File: src/rtl/msg_serializer.sv
// rtl/msg_serializer.sv - message-to-AXI-Stream serializer, DATA_BYTES per beat, LSB-first
module msg_serializer #(
  parameter int MAX_MSG_BYTES = 32,
  parameter int DATA_BYTES    = 8,
  parameter int TKEEP_WIDTH   = 8
) (
  input  logic                       clk,
  input  logic                       rst,
  input  logic                       msg_valid,
  output logic                       msg_ready,
  input  logic [15:0]                msg_length,
  input  logic [8*MAX_MSG_BYTES-1:0] msg_data,
  input  logic                       msg_error,
  output logic                       m_tvalid,
  input  logic                       m_tready,
  output logic [8*DATA_BYTES-1:0]    m_tdata,
  output logic [TKEEP_WIDTH-1:0]     m_tkeep,
  output logic                       m_tlast,
  output logic                       m_tuser,
  output logic                       tx_done
);

  localparam int MSG_W     = 8 * MAX_MSG_BYTES;
  localparam int BEAT_W    = 8 * DATA_BYTES;
  localparam int MAX_BEATS = (MAX_MSG_BYTES + DATA_BYTES - 1) / DATA_BYTES;
  localparam int BIDX_W    = $clog2(MAX_BEATS) + 1;
  localparam logic [15:0] MAX_LEN  = 16'(MAX_MSG_BYTES);
  localparam logic [15:0] BEAT_LEN = 16'(DATA_BYTES);

  typedef enum logic {IDLE, SEND} state_t;

  state_t              state;
  logic [MSG_W-1:0]    msg_reg;     // bytes not yet presented, shifted down one beat per handshake
  logic [15:0]         len_reg;     // effective (clamped) length
  logic                err_reg;
  logic                ovf_reg;
  logic [BIDX_W-1:0]   beat_idx;    // index of the beat currently on m_*

  logic [15:0]             eff_len;
  logic                    ovf_in;
  logic [BIDX_W-1:0]       next_idx;
  logic [15:0]             next_rem;
  logic [TKEEP_WIDTH-1:0]  first_keep;
  logic [TKEEP_WIDTH-1:0]  next_keep;
  logic                    first_last;
  logic                    next_last;
  logic                    beat_fire;

  // Byte enables for a beat with rem bytes left in the message (rem >= width gives all ones)
  function automatic logic [TKEEP_WIDTH-1:0] keep_for(input logic [15:0] rem);
    logic [TKEEP_WIDTH-1:0] k;
    k = '0;
    for (int i = 0; i < TKEEP_WIDTH; i++) k[i] = (16'(i) < rem);
    return k;
  endfunction

  // Zero every data byte whose keep bit is clear
  function automatic logic [BEAT_W-1:0] mask_data(input logic [BEAT_W-1:0] d,
                                                  input logic [TKEEP_WIDTH-1:0] k);
    logic [BEAT_W-1:0] m;
    m = '0;
    for (int i = 0; i < DATA_BYTES; i++) m[8*i +: 8] = k[i] ? d[8*i +: 8] : 8'h00;
    return m;
  endfunction

  assign ovf_in     = (msg_length > MAX_LEN);
  assign eff_len    = ovf_in ? MAX_LEN : msg_length;
  assign next_idx   = beat_idx + BIDX_W'(1);
  assign next_rem   = len_reg - 16'(next_idx) * BEAT_LEN;
  assign first_keep = keep_for(eff_len);
  assign next_keep  = keep_for(next_rem);
  assign first_last = (eff_len <= BEAT_LEN);
  assign next_last  = (next_rem <= BEAT_LEN);
  assign beat_fire  = m_tvalid & m_tready;
  assign tx_done    = beat_fire & m_tlast & ~rst;

  // Accept a message in IDLE, then present one registered beat at a time until the last handshakes
  always_ff @(posedge clk) begin
    if (rst) begin
      state     <= IDLE;
      msg_ready <= 1'b1;
      m_tvalid  <= 1'b0;
      m_tdata   <= '0;
      m_tkeep   <= '0;
      m_tlast   <= 1'b0;
      m_tuser   <= 1'b0;
      msg_reg   <= '0;
      len_reg   <= '0;
      err_reg   <= 1'b0;
      ovf_reg   <= 1'b0;
      beat_idx  <= '0;
    end else begin
      case (state)
        IDLE: begin
          if (msg_valid) begin
            msg_reg  <= msg_data >> BEAT_W;
            len_reg  <= eff_len;
            err_reg  <= msg_error;
            ovf_reg  <= ovf_in;
            beat_idx <= '0;
            // A zero-length message is swallowed without leaving IDLE
            if (eff_len != 16'd0) begin
              state     <= SEND;
              msg_ready <= 1'b0;
              m_tvalid  <= 1'b1;
              m_tdata   <= mask_data(msg_data[BEAT_W-1:0], first_keep);
              m_tkeep   <= first_keep;
              m_tlast   <= first_last;
              m_tuser   <= first_last & (msg_error | ovf_in);
            end
          end
        end
        SEND: begin
          if (beat_fire) begin
            if (m_tlast) begin
              state     <= IDLE;
              msg_ready <= 1'b1;
              m_tvalid  <= 1'b0;
              m_tdata   <= '0;
              m_tkeep   <= '0;
              m_tlast   <= 1'b0;
              m_tuser   <= 1'b0;
              beat_idx  <= '0;
            end else begin
              beat_idx <= next_idx;
              msg_reg  <= msg_reg >> BEAT_W;
              m_tdata  <= mask_data(msg_reg[BEAT_W-1:0], next_keep);
              m_tkeep  <= next_keep;
              m_tlast  <= next_last;
              m_tuser  <= next_last & (err_reg | ovf_reg);
            end
          end
        end
        default: state <= IDLE;
      endcase
    end
  end

endmodule

File: config.mk
export PLATFORM = sky130hd
export DESIGN_NAME = msg_serializer
export DESIGN_NICKNAME = d
export VERILOG_FILES = /design/src/rtl/msg_serializer.sv
export SDC_FILE = /design/constraint.sdc
export NUM_CORES = 1
export LEC_CHECK = 0
export ABC_CLOCK_PERIOD_IN_PS = 4200
export CAP_MARGIN = 20
export CORE_AREA = 2 2 165 167
export CTS_CLUSTER_SIZE = 40
export DETAILED_ROUTE_END_ITERATION = 8
export DIE_AREA = 0 0 167 169
export GPL_TIMING_DRIVEN = 0
export PLACE_DENSITY_LB_ADDON = 0.1
export SLEW_MARGIN = 0
export SYNTH_ARGS = -nofsm -noshare
export SYNTH_HDL_FRONTEND = slang
export SYNTH_SLANG_ARGS = --single-unit
File: constraint.sdc
create_clock -name clk -period 4.2 [get_ports clk]
set_clock_uncertainty 0.15 [all_clocks]
set_input_delay 0.84 -clock clk [delete_from_list [all_inputs] [get_ports clk]]
set_output_delay 0.84 -clock clk [all_outputs]
set_load 0.03 [all_outputs]
==> flow_summary.yaml, run 1 <==
logic_synthesis:
  ys_ff_latch: 290
  yosysSeqAreaShare_pct: 46.5
  synth_most_common_cell: "dfxtp_1"
  syn_avg_cell_area_um2: 8.76
  synth_edf_count: 0
  synth_top_area_share_pct: 46.5
  syn_inst: 1425
  synth_top_cell_by_area: "dfxtp_1"
  synthArstFlopShare_pct: 0
  synthFlopType: "dfxtp_1"
  syn_area_um2: 12500
  ys_warn_count: 0
  synthTopCellsByArea: "dfxtp_1 47%, mux2i_1 10%, a211oi_1 9.1%"
  syn_nets: 1707
  synth_cell_type_count: 57
  synthTopCellsByCount: "290 x dfxtp_1, 210 x nor2_1, 151 x a211oi_1"
worst_hold_path:
  worstHoldPathType: "flip-flop to flip-flop"
  hold_start: "len_reg[12]"
  hold_depth: 1
  hold_end: "len_reg[12]"
worst_setup_path:
  r2r.worst_path.cells: 10
  crit_path_start_kind: "primary input"
  reg2reg_slack_ps: 790
  crit_chain: "clkdlybuf4s50_1 -> clkbuf_2 -> clkbuf_4 -> nor2_1 -> clkdlybuf4s50_1"
  cp_common_cell: "clkdlybuf4s50_1"
  crit_arrival_ps: 3040
  crit_path_end_kind: "primary output"
  slowest_delay_ps: 640
  critical_path_peak_fanout: 19
  r2r-end: "m_tdata[32]"
  path_class: "primary input to primary output"
  required_ps: 3210
  timing.rr.start: "beat_idx[0]"
  cp_slowest_cell: "clkdlybuf4s50_1"
grt:
  antenna_found_initial: 11
  grt_pass1_vias: 12100
  grt.overflow.total: 0
  grt_max_degree: 20
  grt_pass1_wl_um: 68200
  track_usage_pct: 30.9
timing:
  clock.fmax_ghz: 0.248
  max_slew.worst_pin.slew_ps: 1160
  period_minus_slack_ps: 4030
  tns_ps: 0
  rsz0062_at_grt: "no"
  finalSetupViolations: 0
  slew_viol_final: 0
  fin_crit_sh_pct: 95.9
  hold_viol_final: 0
  setup_ws_ps: 172
  slew_headroom_pct: 22.6
floorplanning:
  die-area_um2: 28200
  io-pin-count: 354
  initial_core_util_pct: 47.1
  rows: 60
  fp.dieH_um: 169
  die_w_um: 167
  core_area_um2: 26500
place:
  hpwl_um: 34900
  place.gp.congestion: 0.903
  place_ws_ps: -809
  place_inst: 2120
  portBuffers: 351
finish:
  largest_register_ffs: 192
  area_delta_synth_final_pct: 40.5
  fin_cells: 2181
  drive_gt1_share_pct: 4.63
  post-route-util_pct: 66.2
  fin_nets: 2093
  fillers: 2304
run_status:
  run_status: "complete, no violations"
detailed_routing:
  viasPerCell: 5.75
  drt-pass1-iter-count: 5
  drt_first_iter_violations: 1035
  num_vias: 12500
  routed_wirelength_um: 45600
  wl_per_cell_um: 20.9
  ant_nets: 0
  drc: 0
clocking:
  htreeDepth: 1
  clk_pin_slew_ps: 60
  postCtsSetupRepairBufs: 0
  cts_tree: "yes"
  worstSkewPairLatency_ps: 560
  ctsLongestPathBuffers: 3
  clock-sinks: 290
  cts_root_buf: "clkbuf_16"
  cts_buffers: 31
power:
  power.density_nw_per_um2: 423
  ir_drop_mv: 0.342
  power.leakage_nw: 6.27
run:
  maxCapViolations: 0
layout by cell type, fill, tap and decap left out, types with 4 or more instances in the layout:
master	instances
a211oi_1	151
a21oi_1	124
a22oi_1	22
a31oi_1	13
and2_1	10
buf_1	9
buf_2	10
clkbuf_1	109
clkbuf_16	31
clkbuf_8	13
clkdlybuf4s50_1	351
clkinv_2	7
dfxtp_1	290
diode_2	6
ha_1	4
inv_1	8
mux2i_1	128
nand2_1	73
nand3_1	110
nand4_1	4
nor2_1	210
nor2b_1	4
nor3_1	16
nor4_1	4
o211ai_1	33
o21ai_0	30
o31a_1	4
o32ai_1	16
per-stage QoR:
stage | power, mW | hold slack, ps | area (um2)
6_report | 7.42 | 299 | 17500
5_1_grt | 7.69 | 312 | 17500
4_1_cts | 7.44 | 305 | 17500
3_5_place_dp | 4.64 | 288 | 16400
3_3_place_gp | 4.61 | 284 | 16400
2_1_floorplan | 3.94 | 271 | 12500
logic make-up (layout without fill, tap and decap cells):
kind of cell,count (synthesis),after routing,share of synthesized area [%]
mux,128,128,10.3
flops,290,290,46.5
other cells,0,6,0
compound gates,414,414,22.4
simple gates,449,449,15.9
buf+inv,138,547,4.27
fa+ha+maj,5,5,0.561
xor+xnor,1,1,0.0702
layer usage:
metal  track usage [%]  vias up  part of all wire, %
met5                 0        -                0.090
met4              11.8        6                  3.8
met3              7.53      107                  9.0
met2              50.4      589                   46
met1              39.7     5853                   41
li1                  -     5980                    -
how the worst max path moves through the flow:
| stage | startpoint | end |
|---|---|---|
| 6_report | rst | tx_done |
| 5_1_grt | rst | tx_done |
| 4_1_cts | rst | tx_done |
| 3_5_place_dp | rst | tx_done |
| 3_3_place_gp | rst | tx_done |
| 2_1_floorplan | beat_idx[0] | m_tkeep[2] |
layout make-up:
| class | count | area [um2] | area share [%] |
|---|---|---|---|
| multi-input combinational | 997 | 6150 | 35.1 |
| sequential | 290 | 5810 | 33.1 |
| timing repair buffer | 354 | 3530 | 20.2 |
| clock buffer | 45 | 958 | 5.47 |
| buffer | 129 | 504 | 2.88 |
| tap | 341 | 427 | 2.43 |
| clock inverter | 11 | 111 | 0.635 |
| inverter | 8 | 30.0 | 0.171 |
| antenna | 6 | 15.0 | 0.0856 |
what timing repair did:
action	in CTS	in global routing
setup endpoints to repair	1	0
hold buffers	0	0
gates resized for setup	3	0
hold endpoints to repair	0	0
worst max-delay path, delay by kind of cell:
family / cells / cell delay (ps)
buf+inv: 4 / 2050
simple gates: 1 / 120
power by group:
| part | total [mW] | switching (mW) | leakage (nW) | internal [mW] |
|---|---|---|---|---|
| Clock | 2.82 | 1.13 | 0.537 | 1.69 |
| Sequential | 3.14 | 0.153 | 2.39 | 2.99 |
| Combinational | 1.46 | 0.811 | 3.34 | 0.649 |
| Total | 7.42 | 2.09 | 6.27 | 5.33 |
Power figures use the tool's default switching activity.
==> run 2, diff against run 1 <==
--- a/config.mk
+++ b/config.mk
@@ -5,12 +5,12 @@
 export SDC_FILE = /design/constraint.sdc
 export NUM_CORES = 1
 export LEC_CHECK = 0
-export ABC_CLOCK_PERIOD_IN_PS = 4200
+export ABC_CLOCK_PERIOD_IN_PS = 5110
 export CAP_MARGIN = 20
-export CORE_AREA = 2 2 165 167
+export CORE_AREA = 2 2 158 160
 export CTS_CLUSTER_SIZE = 40
 export DETAILED_ROUTE_END_ITERATION = 8
-export DIE_AREA = 0 0 167 169
+export DIE_AREA = 0 0 160 162
 export GPL_TIMING_DRIVEN = 0
 export PLACE_DENSITY_LB_ADDON = 0.1
 export SLEW_MARGIN = 0
==> constraint.sdc (replaced) <==
create_clock -name clk -period 5.11 [get_ports clk]
set_clock_uncertainty 0.15 [all_clocks]
set_input_delay 1.022 -clock clk [delete_from_list [all_inputs] [get_ports clk]]
set_output_delay 1.022 -clock clk [all_outputs]
set_load 0.03 [all_outputs]
==> flow_summary.yaml, run 2 (synthesis results as in run 1) <==
run_status:
  run_status: "complete, no violations"
detailed_routing:
  wl_per_cell_um: 20.8
  drt-pass1-iter-count: 5
  viasPerCell: 5.87
  drt_first_iter_violations: 1117
  ant_nets: 0
  num_vias: 12700
  drc: 0
  routed_wirelength_um: 44900
run:
  maxCapViolations: 0
worst_setup_path:
  crit_arrival_ps: 3610
  slowest_delay_ps: 650
  cp_common_cell: "clkdlybuf4s50_1"
  cp_slowest_cell: "clkdlybuf4s50_1"
  crit_chain: "clkdlybuf4s50_1 -> clkbuf_1 -> clkbuf_2 -> nor2_1 -> clkdlybuf4s50_1"
  critical_path_peak_fanout: 19
  critPathBufInv: 4
  path_class: "primary input to primary output"
  crit_path_start_kind: "primary input"
  cp_top_family: "buffers and inverters"
  required_ps: 3940
  crit_path_end_kind: "primary output"
floorplanning:
  die_w_um: 160
  fp.dieH_um: 162
  rows: 57
  initial_core_util_pct: 51.8
  core_area_um2: 24100
  io-pin-count: 354
  die-area_um2: 25900
timing:
  hold_viol_final: 0
  max_slew.worst_pin.slew_ps: 1080
  rsz0062_at_grt: "no"
  clock.fmax_ghz: 0.209
  finalSetupViolations: 0
  slew_headroom_pct: 28.0
  fin_crit_sh_pct: 93.5
  slew_viol_final: 0
  period_minus_slack_ps: 4780
  setup_ws_ps: 331
grt:
  grt.overflow.total: 0
  grt_pass1_wl_um: 67400
  antenna_found_initial: 10
  track_usage_pct: 33.2
  grt_pass1_vias: 12300
  grt_max_degree: 14
power:
  power.density_nw_per_um2: 335
  power.leakage_nw: 6.16
  power.total_mw: 5.81
  ir_drop_mv: 0.221
clocking:
  htreeDepth: 1
  worstSkewPairLatency_ps: 550
  cts_buffers: 29
  clock-sinks: 290
  cts_root_buf: "clkbuf_16"
  ctsHoldBuffers: 0
  cts_tree: "yes"
  clk_pin_slew_ps: 60
  ctsLongestPathBuffers: 3
finish:
  fin_nets: 2091
  area_delta_synth_final_pct: 38.7
  layout_commonest_cell: "clkdlybuf4s50_1"
  largest_register_ffs: 192
  fillers: 1993
  drive_gt1_share_pct: 3.67
  final_cell_mix: "351 x clkdlybuf4s50_1, 290 x dfxtp_1, 210 x nor2_1"
place:
  portBuffers: 351
  place.gp.congestion: 0.925
  place_ws_ps: -210
  hpwl_um: 34500
worst_hold_path:
  worstHoldPathType: "flip-flop to flip-flop"
[run 2: cell count changes in the layout (fill, tap and decap cells not counted), sizes merged]
cell / delta
inv: -1
diode: -1
buf: -1
bufinv: -1
clkinv: -5
[run 2: final timing paths]
kind	startpoint	endpoint	slack [ps]	cells after the start
hold / removal	len_reg[15]	len_reg[15]	310	2
setup / recovery	rst	tx_done	330	5
hold reg to reg	len_reg[15]	len_reg[15]	310	2
setup reg to reg	beat_idx[0]	m_tdata[37]	1680	10
[run 2: worst min-delay path: cells and delay by family, from the launching register on]
family        cells  cell delay [ps]
buf+inv           1               50
simple gates      1               40
flops             1              320
[run 2: per-stage QoR]
stage	TNS [ps]	std cells	utilization (%)	hold WS, ps	cell area [um2]
after floorplan	0	1425	-	271	12500
after global placement	-205	2100	68.0	286	16400
after detailed placement	-210	2102	68.1	290	16400
after CTS	0	2150	71.8	313	17300
after global routing	0	2154	71.8	334	17300
final	0	2155	71.8	311	17300
[run 2: power by group]
group | leakage [nW] | internal, mW | switching [mW] | total [mW]
logic | 3.33 | 0.533 | 0.662 | 1.19
registers | 2.39 | 2.46 | 0.128 | 2.58
clock network | 0.427 | 1.16 | 0.871 | 2.03
total | 6.16 | 4.15 | 1.66 | 5.81
[run 2: routing by layer]
metal	GRT usage [%]	vias to the layer above	wire, um
li1	-	5984	-
met1	41.0	5887	17900
met2	54.3	642	20400
met3	8.81	136	4470
met4	15.4	8	2080
met5	0	-	56
[run 2: layout make-up]
| class | instances | area (um2) | share of cell area [%] |
|---|---|---|---|
| Antenna cell | 5 | 12.5 | 0.0723 |
| Buffer | 129 | 500 | 2.89 |
| Clock buffer | 44 | 832 | 4.81 |
| Clock inverter | 4 | 47.5 | 0.275 |
| Inverter | 8 | 30.0 | 0.173 |
| Multi-Input combinational cell | 997 | 6150 | 35.5 |
| Sequential cell | 290 | 5810 | 33.5 |
| Tap cell | 324 | 405 | 2.34 |
| Timing Repair Buffer | 354 | 3530 | 20.4 |
[run 2: repair_timing]
item / CTS / global route
endpoints found under the hold margin: 0 / 0
buffers inserted: 0 / 0
setup endpoints to repair: 1 / 1
resized for setup: 1 / 0
pin swaps: 0 / 0
==> run 3, diff against run 2 <==
--- a/config.mk
+++ b/config.mk
@@ -17,3 +17,4 @@
 export SYNTH_ARGS = -nofsm -noshare
 export SYNTH_HDL_FRONTEND = slang
 export SYNTH_SLANG_ARGS = --single-unit
+export TNS_END_PERCENT = 50
==> results of run 3 <==
No change in the layout: final DEF, timing and power equal those of run 2.
